<file path="config.mk">
export PLATFORM = sky130hd
export DESIGN_NAME = gestor_salidas_bus
export DESIGN_NICKNAME = d
export VERILOG_FILES = /design/src/rtl/salidas_pkg.sv /design/src/rtl/contador_espera.sv /design/src/rtl/gestor_salidas_bus.sv
export SDC_FILE = /design/constraint.sdc
export NUM_CORES = 1
export LEC_CHECK = 0
export ABC_AREA = 1
export CORE_UTILIZATION = 38
export DETAILED_ROUTE_END_ITERATION = 7
export PLACE_DENSITY_LB_ADDON = 0.15
export SLEW_MARGIN = 5
export SYNTH_ARGS = -nofsm -noshare
export SYNTH_HDL_FRONTEND = slang
export SYNTH_SLANG_ARGS = --single-unit
</file>
<file path="constraint.sdc">
create_clock -name i_Clk -period 1.5 [get_ports i_Clk]
set_input_delay 0.3 -clock i_Clk [delete_from_list [all_inputs] [get_ports i_Clk]]
set_output_delay 0.3 -clock i_Clk [all_outputs]
set_load 0.02 [all_outputs]
</file>
<file path="src/rtl/salidas_pkg.sv">
// Shared types for the bus output manager: FSM state encoding and Sel_Salidas codes.
package salidas_pkg;

  typedef enum logic [1:0] {
    IDLE   = 2'd0,
    ACCESS = 2'd1,
    DONE   = 2'd2
  } state_e;

  localparam logic [1:0] SEL_NOP    = 2'b00;
  localparam logic [1:0] SEL_RD     = 2'b01;
  localparam logic [1:0] SEL_WR_NUM = 2'b10;
  localparam logic [1:0] SEL_WR_RX  = 2'b11;

endpackage

</file>
<file path="src/rtl/contador_espera.sv">
// Clearable up-counter that flags expiry once TIMEOUT_CYC counted cycles have elapsed.
module contador_espera #(
  parameter int TIMEOUT_CYC = 16
) (
  input  logic i_Clk,
  input  logic i_Reset,
  input  logic i_Clr,
  input  logic i_En,
  output logic o_Expired
);

  localparam int CNT_W = (TIMEOUT_CYC > 2) ? $clog2(TIMEOUT_CYC) : 1;

  logic [CNT_W-1:0] cnt_q, cnt_d;

  // Expiry is raised during the TIMEOUT_CYC-th enabled cycle so the owner can act on that edge.
  assign o_Expired = i_En && (cnt_q == CNT_W'(TIMEOUT_CYC - 1));

  always_comb begin
    cnt_d = cnt_q;
    if (i_Clr)
      cnt_d = '0;
    else if (i_En && !o_Expired)
      cnt_d = cnt_q + 1'b1;
  end

  always_ff @(posedge i_Clk or posedge i_Reset) begin
    if (i_Reset) cnt_q <= '0;
    else         cnt_q <= cnt_d;
  end

endmodule

</file>
<file path="src/rtl/gestor_salidas_bus.sv">
// Registered bus output manager with req/ack handshake and read-data capture.
// Define GESTOR_SALIDAS_TIMEOUT_EN to add the ack watchdog (contador_espera).
module gestor_salidas_bus
  import salidas_pkg::*;
#(
  parameter int DATA_W      = 8,
  parameter int RY_W        = 3,
  parameter int NUM_W       = 3,
  parameter int TIMEOUT_CYC = 16
) (
  input  logic              i_Clk,
  input  logic              i_Reset,
  input  logic              i_Start,
  input  logic [1:0]        Sel_Salidas,
  input  logic [DATA_W-1:0] RX,
  input  logic [RY_W-1:0]   RY,
  input  logic [NUM_W-1:0]  Num,
  input  logic              i_Ack,
  input  logic [DATA_W-1:0] i_Datain,
  output logic [DATA_W-1:0] o_Dataout,
  output logic [DATA_W-1:0] o_Addressdata,
  output logic              o_ReadWrite,
  output logic              o_Req,
  output logic [DATA_W-1:0] o_ReadData,
  output logic              o_Busy,
  output logic              o_Done,
  output logic              o_Timeout
);

  state_e            state_q, state_d;
  logic [DATA_W-1:0] addr_q, addr_d;
  logic [DATA_W-1:0] data_q, data_d;
  logic [DATA_W-1:0] rdata_q, rdata_d;
  logic              rw_q, rw_d;
  logic              expired;

`ifdef GESTOR_SALIDAS_TIMEOUT_EN
  logic tmo_q, tmo_d;

  contador_espera #(
    .TIMEOUT_CYC (TIMEOUT_CYC)
  ) u_contador_espera (
    .i_Clk     (i_Clk),
    .i_Reset   (i_Reset),
    .i_Clr     (state_q != ACCESS),
    .i_En      (state_q == ACCESS),
    .o_Expired (expired)
  );

  assign o_Timeout = tmo_q;
`else
  assign expired   = 1'b0;
  assign o_Timeout = 1'b0;
`endif

  assign o_Dataout     = data_q;
  assign o_Addressdata = addr_q;
  assign o_ReadWrite   = rw_q;
  assign o_ReadData    = rdata_q;
  assign o_Req         = (state_q == ACCESS);
  assign o_Busy        = (state_q == ACCESS) || (state_q == DONE);
  assign o_Done        = (state_q == DONE);

  always_comb begin
    state_d = state_q;
    addr_d  = addr_q;
    data_d  = data_q;
    rw_d    = rw_q;
    rdata_d = rdata_q;
`ifdef GESTOR_SALIDAS_TIMEOUT_EN
    tmo_d   = 1'b0;
`endif
    case (state_q)
      IDLE: begin
        if (i_Start) begin
          case (Sel_Salidas)
            SEL_RD: begin
              addr_d = DATA_W'(RY);
              data_d = '0;
              rw_d   = 1'b0;
            end
            SEL_WR_NUM: begin
              addr_d = RX;
              data_d = DATA_W'(Num);
              rw_d   = 1'b1;
            end
            SEL_WR_RX: begin
              addr_d = DATA_W'(RY);
              data_d = RX;
              rw_d   = 1'b1;
            end
            default: begin
              addr_d = '0;
              data_d = '0;
              rw_d   = 1'b0;
            end
          endcase
          // A NOP completes without ever raising o_Req.
          state_d = (Sel_Salidas == SEL_NOP) ? DONE : ACCESS;
        end
      end
      ACCESS: begin
        // Ack takes priority over a simultaneous watchdog expiry.
        if (i_Ack) begin
          if (!rw_q) rdata_d = i_Datain;
          state_d = DONE;
        end else if (expired) begin
`ifdef GESTOR_SALIDAS_TIMEOUT_EN
          tmo_d   = 1'b1;
`endif
          state_d = DONE;
        end
      end
      DONE: begin
        addr_d  = '0;
        data_d  = '0;
        rw_d    = 1'b0;
        state_d = IDLE;
      end
      default: state_d = IDLE;
    endcase
  end

  always_ff @(posedge i_Clk or posedge i_Reset) begin
    if (i_Reset) begin
      state_q <= IDLE;
      addr_q  <= '0;
      data_q  <= '0;
      rw_q    <= 1'b0;
      rdata_q <= '0;
`ifdef GESTOR_SALIDAS_TIMEOUT_EN
      tmo_q   <= 1'b0;
`endif
    end else begin
      state_q <= state_d;
      addr_q  <= addr_d;
      data_q  <= data_d;
      rw_q    <= rw_d;
      rdata_q <= rdata_d;
`ifdef GESTOR_SALIDAS_TIMEOUT_EN
      tmo_q   <= tmo_d;
`endif
    end
  end

endmodule

</file>
---- Word-level counts from Yosys, hierarchy flattened ----
Index checks and enable logic that the tools add are counted.
W data, S select, Z words.
operators by class
  bitwise operators ....................... 1
  reductions and logical operators ........ 9
  eq/ne operators ......................... 7
  multiplexer cells ....................... 13
operators by type and width
  cell                  count
  $pmux W8 S2           4
  $mux W8               2
  $eq A2 B2 Y1 const B  3
  $mux W2               3
  $eq A2 B1 Y1 const B  2
  $logic_not A2 Y1      2
  $ne A2 B2 Y1 const B  2
  $pmux W2 S2           1
  $reduce_and A2 Y1     2
  $reduce_or A2 Y1      2
  $reduce_and A3 Y1     1
  $mux W1               2
  $pmux W1 S2           1
  $reduce_bool A2 Y1    1
  $logic_or A1 B1 Y1    1
  $not A1 Y1            1
storage, ports and cells
  input bits .............................. 28
  register bits after elaboration ......... 27

---- Logic depth before layout (Yosys ltp) ----
  word-level depth ........................ 5
  mapped depth ............................ 8
  depth with buffers taken out ............ 7

---- Worst setup path before layout ----
OpenSTA, ideal clock, no wires.
  kind .................................... register to register
  start ................................... reg state_q[0]
  end ..................................... reg data_q[3], in the netlist o_Dataout[3]
  required time ........................... 1383 ps
  buffers on the path ..................... 2
  stages on the path, launching flop included .. 8
  library setup time ...................... 117 ps
  path slack .............................. 131 ps
  arrival ................................. 1252 ps
  path through ............................ dfrtp_1 > inv_1 > ha_1 > buf_6 > nand2_2 > buf_6 > nand3_1 > nand2_1
on the way
  longest elaborated chain between the ends .. 3
RTL lines
  what                                 line                       source
  start: declaration                   gestor_salidas_bus.sv:30   state_e state_q, state_d;
  start signal: assignment             gestor_salidas_bus.sv:135  state_q <= state_d;
  $eq A2 B2 Y1 *                       --
  via o_Done                           gestor_salidas_bus.sv:26   output logic o_Done,
  $reduce_bool A2 Y1 (no source line)  --
  $reduce_and A2 Y1 (no source line)   --
  end signal: assignment               gestor_salidas_bus.sv:137  data_q <= data_d;
  end: declaration                     gestor_salidas_bus.sv:32   logic [DATA_W-1:0] data_q, data_d;
The timed path passes the listed nets; every way through them passes the cells marked *.
A chain may end at the register's enable or synchronous reset.

---- Worst setup path after layout ----
  start ................................... reg state_q[1]
  end ..................................... out o_Busy
on the way
  longest elaborated chain between the ends .. 2
RTL lines
  what                                                 line                      source
  $eq A2 B1 Y1 / $eq A2 B2 Y1 (equally long branches)  gestor_salidas_bus.sv:61  assign o_Busy = (state_q == ACCESS) || (state_q == DONE);
  $logic_or A1 B1 Y1 *                                 gestor_salidas_bus.sv:61
  end: declaration                                     gestor_salidas_bus.sv:25  output logic o_Busy,
Every way passes the cells marked *; elsewhere a longest branch is shown, timed or not.

==> flow_summary.html <==
<table>
<tr><th>Metric</th><th>Value</th></tr>
<tr><th colspan="2">Layout</th></tr>
<tr><td>Area of combinational cells with multiple inputs</td><td>568 µm²</td></tr>
<tr><td>Inserted Diodes</td><td>0</td></tr>
<tr><td>Final instance area</td><td>2020 µm²</td></tr>
<tr><td>Number of fill cells in the layout</td><td>345</td></tr>
<tr><td>Register area</td><td>676 µm²</td></tr>
<tr><td>Area growth, synth to finish</td><td>48.5%</td></tr>
<tr><td>Fraction of final layout cells sized beyond drive strength 1</td><td>0.107</td></tr>
<tr><td>Nets</td><td>265</td></tr>
<tr><td>Number of cells in the finished layout apart from fillers</td><td>279</td></tr>
<tr><th colspan="2">Logic synthesis</th></tr>
<tr><td>Post-synthesis sequential area ratio</td><td>0.497</td></tr>
<tr><td>Number of distinct library cells after synthesis</td><td>13</td></tr>
<tr><td>FFs w/ async S/R, synth</td><td>1.00</td></tr>
<tr><td>Post-synth top cells</td><td>sky130_fd_sc_hd__nand2_1, sky130_fd_sc_hd__nand3_1, sky130_fd_sc_hd__dfrtp_1</td></tr>
<tr><td>Cell type with the highest aggregate area in the netlist</td><td>sky130_fd_sc_hd__dfrtp_1</td></tr>
<tr><td>Most frequent cell after synthesis</td><td>sky130_fd_sc_hd__nand2_1</td></tr>
<tr><td>Most instantiated flip-flop cell in the synthesis netlist</td><td>sky130_fd_sc_hd__dfrtp_1</td></tr>
<tr><td>Total of warnings raised by yosys</td><td>0</td></tr>
<tr><td>Number of flops mapped to enable cells by yosys</td><td>0</td></tr>
<tr><td>Syn Std Cell Area</td><td>1360 µm²</td></tr>
<tr><td>Post-Synthesis Cells</td><td>172</td></tr>
<tr><td>Share of Yosys cell area claimed by the top area cell type</td><td>0.497</td></tr>
<tr><td>Avg Cell Area, Syn</td><td>7.91 µm²</td></tr>
<tr><td>Syn nets</td><td>203</td></tr>
<tr><td>Number of synthesized register bits</td><td>27</td></tr>
<tr><td>Most area-consuming cells after synthesis</td><td>sky130_fd_sc_hd__dfrtp_1, sky130_fd_sc_hd__nand3_1, sky130_fd_sc_hd__nand2_1, sky130_fd_sc_hd__inv_1, sky130_fd_sc_hd__o21ai_0</td></tr>
<tr><th colspan="2">Setup path</th></tr>
<tr><td>Arrival time reported for the critical path endpoint</td><td>1.20 ns</td></tr>
<tr><td>Cell-by-cell trace of the critical path</td><td>inv_2 &gt; ha_4 &gt; buf_6</td></tr>
<tr><td>Largest delay contributor family on the critical path</td><td>flip-flops</td></tr>
<tr><td>Max Fanout on Critical Path</td><td>3</td></tr>
<tr><td>Category of the most critical setup path</td><td>reg2out</td></tr>
<tr><td>Number of buffers and inverters on the critical path</td><td>2</td></tr>
<tr><td>Slowest stage cell on the critical path</td><td>sky130_fd_sc_hd__dfrtp_1</td></tr>
<tr><td>Slowest stage delay, CP</td><td>0.44 ns</td></tr>
<tr><td>Kind of end point of the critical path</td><td>output port</td></tr>
<tr><td>Type of origin of the critical path</td><td>register</td></tr>
<tr><td>Worst path required time</td><td>1.20 ns</td></tr>
<tr><th colspan="2">Clock network</th></tr>
<tr><td>Library cell used as clock root buffer</td><td>sky130_fd_sc_hd__clkbuf_4</td></tr>
<tr><td>TritonCTS buffer count</td><td>3</td></tr>
<tr><td>Buffer levels on the longest clock path</td><td>2</td></tr>
<tr><td>Clock input transition at the sequential cells of the worst setup and hold paths</td><td>0.15 ns</td></tr>
<tr><td>Post CTS Setup Buffer Count</td><td>0</td></tr>
<tr><td>Clk_lat worst skew</td><td>0.33 ns</td></tr>
<tr><td>TritonCTS Sinks</td><td>27</td></tr>
<tr><td>CTS HTree Levels</td><td>1</td></tr>
<tr><td>Clock tree from TritonCTS</td><td>done</td></tr>
<tr><th colspan="2">Global routing</th></tr>
<tr><td>Wire length of the first global-routing pass</td><td>4.91 mm</td></tr>
<tr><td>Number of antenna violations at the first check in global routing</td><td>0</td></tr>
<tr><td>Via count of the first global-routing pass</td><td>1179</td></tr>
<tr><td>Pin count of the biggest net entering global routing</td><td>28</td></tr>
<tr><td>Global-route congestion overflow total</td><td>0</td></tr>
<tr><td>Global-route total usage across every layer</td><td>0.175</td></tr>
<tr><th colspan="2">Die</th></tr>
<tr><td>Starting density of the core</td><td>0.401</td></tr>
<tr><td>Floorplan row count</td><td>21</td></tr>
<tr><td>Die Y-Extent</td><td>61.8 µm</td></tr>
<tr><td>Area enclosed by the die boundary</td><td>3820 µm²</td></tr>
<tr><td>Area inside the core boundary</td><td>3390 µm²</td></tr>
<tr><td>Width of the chip</td><td>61.8 µm</td></tr>
<tr><td>Num ports</td><td>57</td></tr>
<tr><th colspan="2">STA</th></tr>
<tr><td>Period utilization</td><td>1.00</td></tr>
<tr><td>Unrepaired setup endpoints after global routing</td><td>yes</td></tr>
<tr><td>FMAX</td><td>667 MHz</td></tr>
<tr><td>Period minus WS final</td><td>1.50 ns</td></tr>
<tr><td>Final hold viol count</td><td>0</td></tr>
<tr><td>Max-slew violations</td><td>0</td></tr>
<tr><td>Finish-stage setup viols</td><td>0</td></tr>
<tr><td>Layout Skew</td><td>0.00290 ns</td></tr>
<tr><th colspan="2">Detailed routing</th></tr>
<tr><td>Number of DRC violations after detailed routing</td><td>0</td></tr>
<tr><td>Amount of wire on met2 after detailed routing</td><td>1.59 mm</td></tr>
<tr><td>Sum of routed wire length over all layers</td><td>3.17 mm</td></tr>
<tr><td>Number of vias after detailed routing</td><td>1322</td></tr>
<tr><td>Wire length on met1</td><td>1.36 mm</td></tr>
<tr><td>Routed wire length per instance</td><td>11.3 µm</td></tr>
<tr><td>Drt first pass iters</td><td>4</td></tr>
<tr><td>Iter 0 DRT Violations</td><td>110</td></tr>
<tr><td>Top routing layer in use</td><td>met4</td></tr>
<tr><td>Detailed route wirelength on metal3</td><td>173 µm</td></tr>
<tr><td>Vias per inst</td><td>4.74</td></tr>
<tr><td>Count of nets left with antenna violations after detail routing</td><td>0</td></tr>
<tr><th colspan="2">Outcome</th></tr>
<tr><td>Outcome</td><td>complete, no violations</td></tr>
<tr><th colspan="2">Place</th></tr>
<tr><td>Detailed placement HPWL</td><td>2.47 mm</td></tr>
<tr><td>Final weighted congestion in routability-driven placement</td><td>0.811</td></tr>
<tr><td>Area after DPL</td><td>1980 µm²</td></tr>
<tr><td>Post-Place Cells</td><td>275</td></tr>
<tr><td>Input/output buffers</td><td>55</td></tr>
<tr><th colspan="2">Run</th></tr>
<tr><td>Number of max-cap violations</td><td>0</td></tr>
<tr><th colspan="2">Power</th></tr>
<tr><td>Leakage dissipation</td><td>0.00117 µW</td></tr>
<tr><td>Post-route total power</td><td>3440 µW</td></tr>
<tr><td>Peak supply drop</td><td>0.806 mV</td></tr>
<tr><td>Power Dens Cells</td><td>1700 nW/µm²</td></tr>
<tr><th colspan="2">Worst hold path</th></tr>
<tr><td>Hold/Removal Path Class</td><td>in2async</td></tr>
</table>
## what timing repair did
item | in CTS | in global routing
pin swaps | 0 | 0
endpoints found under the setup margin | 28 | 13
cloned | 0 | 0
hold buffers | 0 | 0
resized for setup | 40 | 11
## worst register-to-register path, delay by kind of cell (launching register included)
kind                     cells  cell delay, ns
flip-flops                   1            0.43
buffers and inverters        3            0.45
AND/OR/NAND/NOR              3            0.24
adder cells (fa/ha/maj)      1            0.20
## where the power goes
| part | switching [µW] | internal (µW) |
|---|---|---|
| sequential | 172 | 1020 |
| clock | 228 | 102 |
| combinational | 1120 | 789 |
| total | 1520 | 1910 |
## path summary, 6_finish.rpt
check	startpoint	to	slack [ns]	cells past startpoint
min in group i_Clk	o_ReadData[3]	o_ReadData[3]	0.50	2
worst min-delay path	i_Reset	o_ReadData[0]	0.30	3
worst max-delay path	state_q[1]	o_Busy	0.0002	3
max in group asynchronous	i_Reset	o_Addressdata[4]	0.95	3
worst min register to register	o_ReadData[3]	o_ReadData[3]	0.50	2
worst max register to register	state_q[0]	o_Addressdata[4]	0.10	7
## metrics by stage
step | setup TNS (ns) | worst slack [ns] | hold WS [ns] | utilization
final | 0 | 0.000170 | 0.299 | 0.596
after detailed placement | -0.177 | -0.0804 | 0.473 | 0.584
after floorplan | 0 | 0.131 | 0.353 | -
after CTS | -0.0494 | -0.0430 | 0.318 | 0.582
after global routing | -0.113 | -0.0432 | 0.341 | 0.596
after global placement | -0.0767 | -0.0530 | 0.467 | 0.584
## state kept, by name, summed over array words and instances (netlist names)
name,cells
o_Addressdata,8
o_ReadWrite,1
o_Dataout,8
state_q,2
o_ReadData,8
## metal layers
layer,track usage,vias up
li1,-,657
met1,0.217,613
met2,0.306,47
met3,0.0290,5
met4,0.0667,0
met5,0,-
## cells by family after synthesis
group	synth area share
compound gates	0.0405
fa+ha+maj	0.0276
buf+inv	0.113
flops	0.497
other cells	0.00276
simple gates	0.319
## layout by cell type (no fill, tap or decap), drive strengths merged, types with 3 or more instances in the layout
master | netlist | layout
buf | 7 | 12
dlygate4sd2 | 0 | 25
o21ai | 11 | 11
inv | 26 | 26
ha | 3 | 3
nand2 | 52 | 52
clkdlybuf4s50 | 0 | 27
dfrtp | 27 | 27
clkbuf | 0 | 3
nand3 | 37 | 37
nor2 | 7 | 7
## final cells by class
cell class | count | area share
Sequential cell | 27 | 0.335
Timing Repair Buffer | 64 | 0.292
Multi-Input combinational cell | 112 | 0.281
Inverter | 26 | 0.0483
Tap cell | 46 | 0.0285
Clock buffer | 3 | 0.0112
Clock inverter | 1 | 0.00372
(Power assumes the default switching activity.)
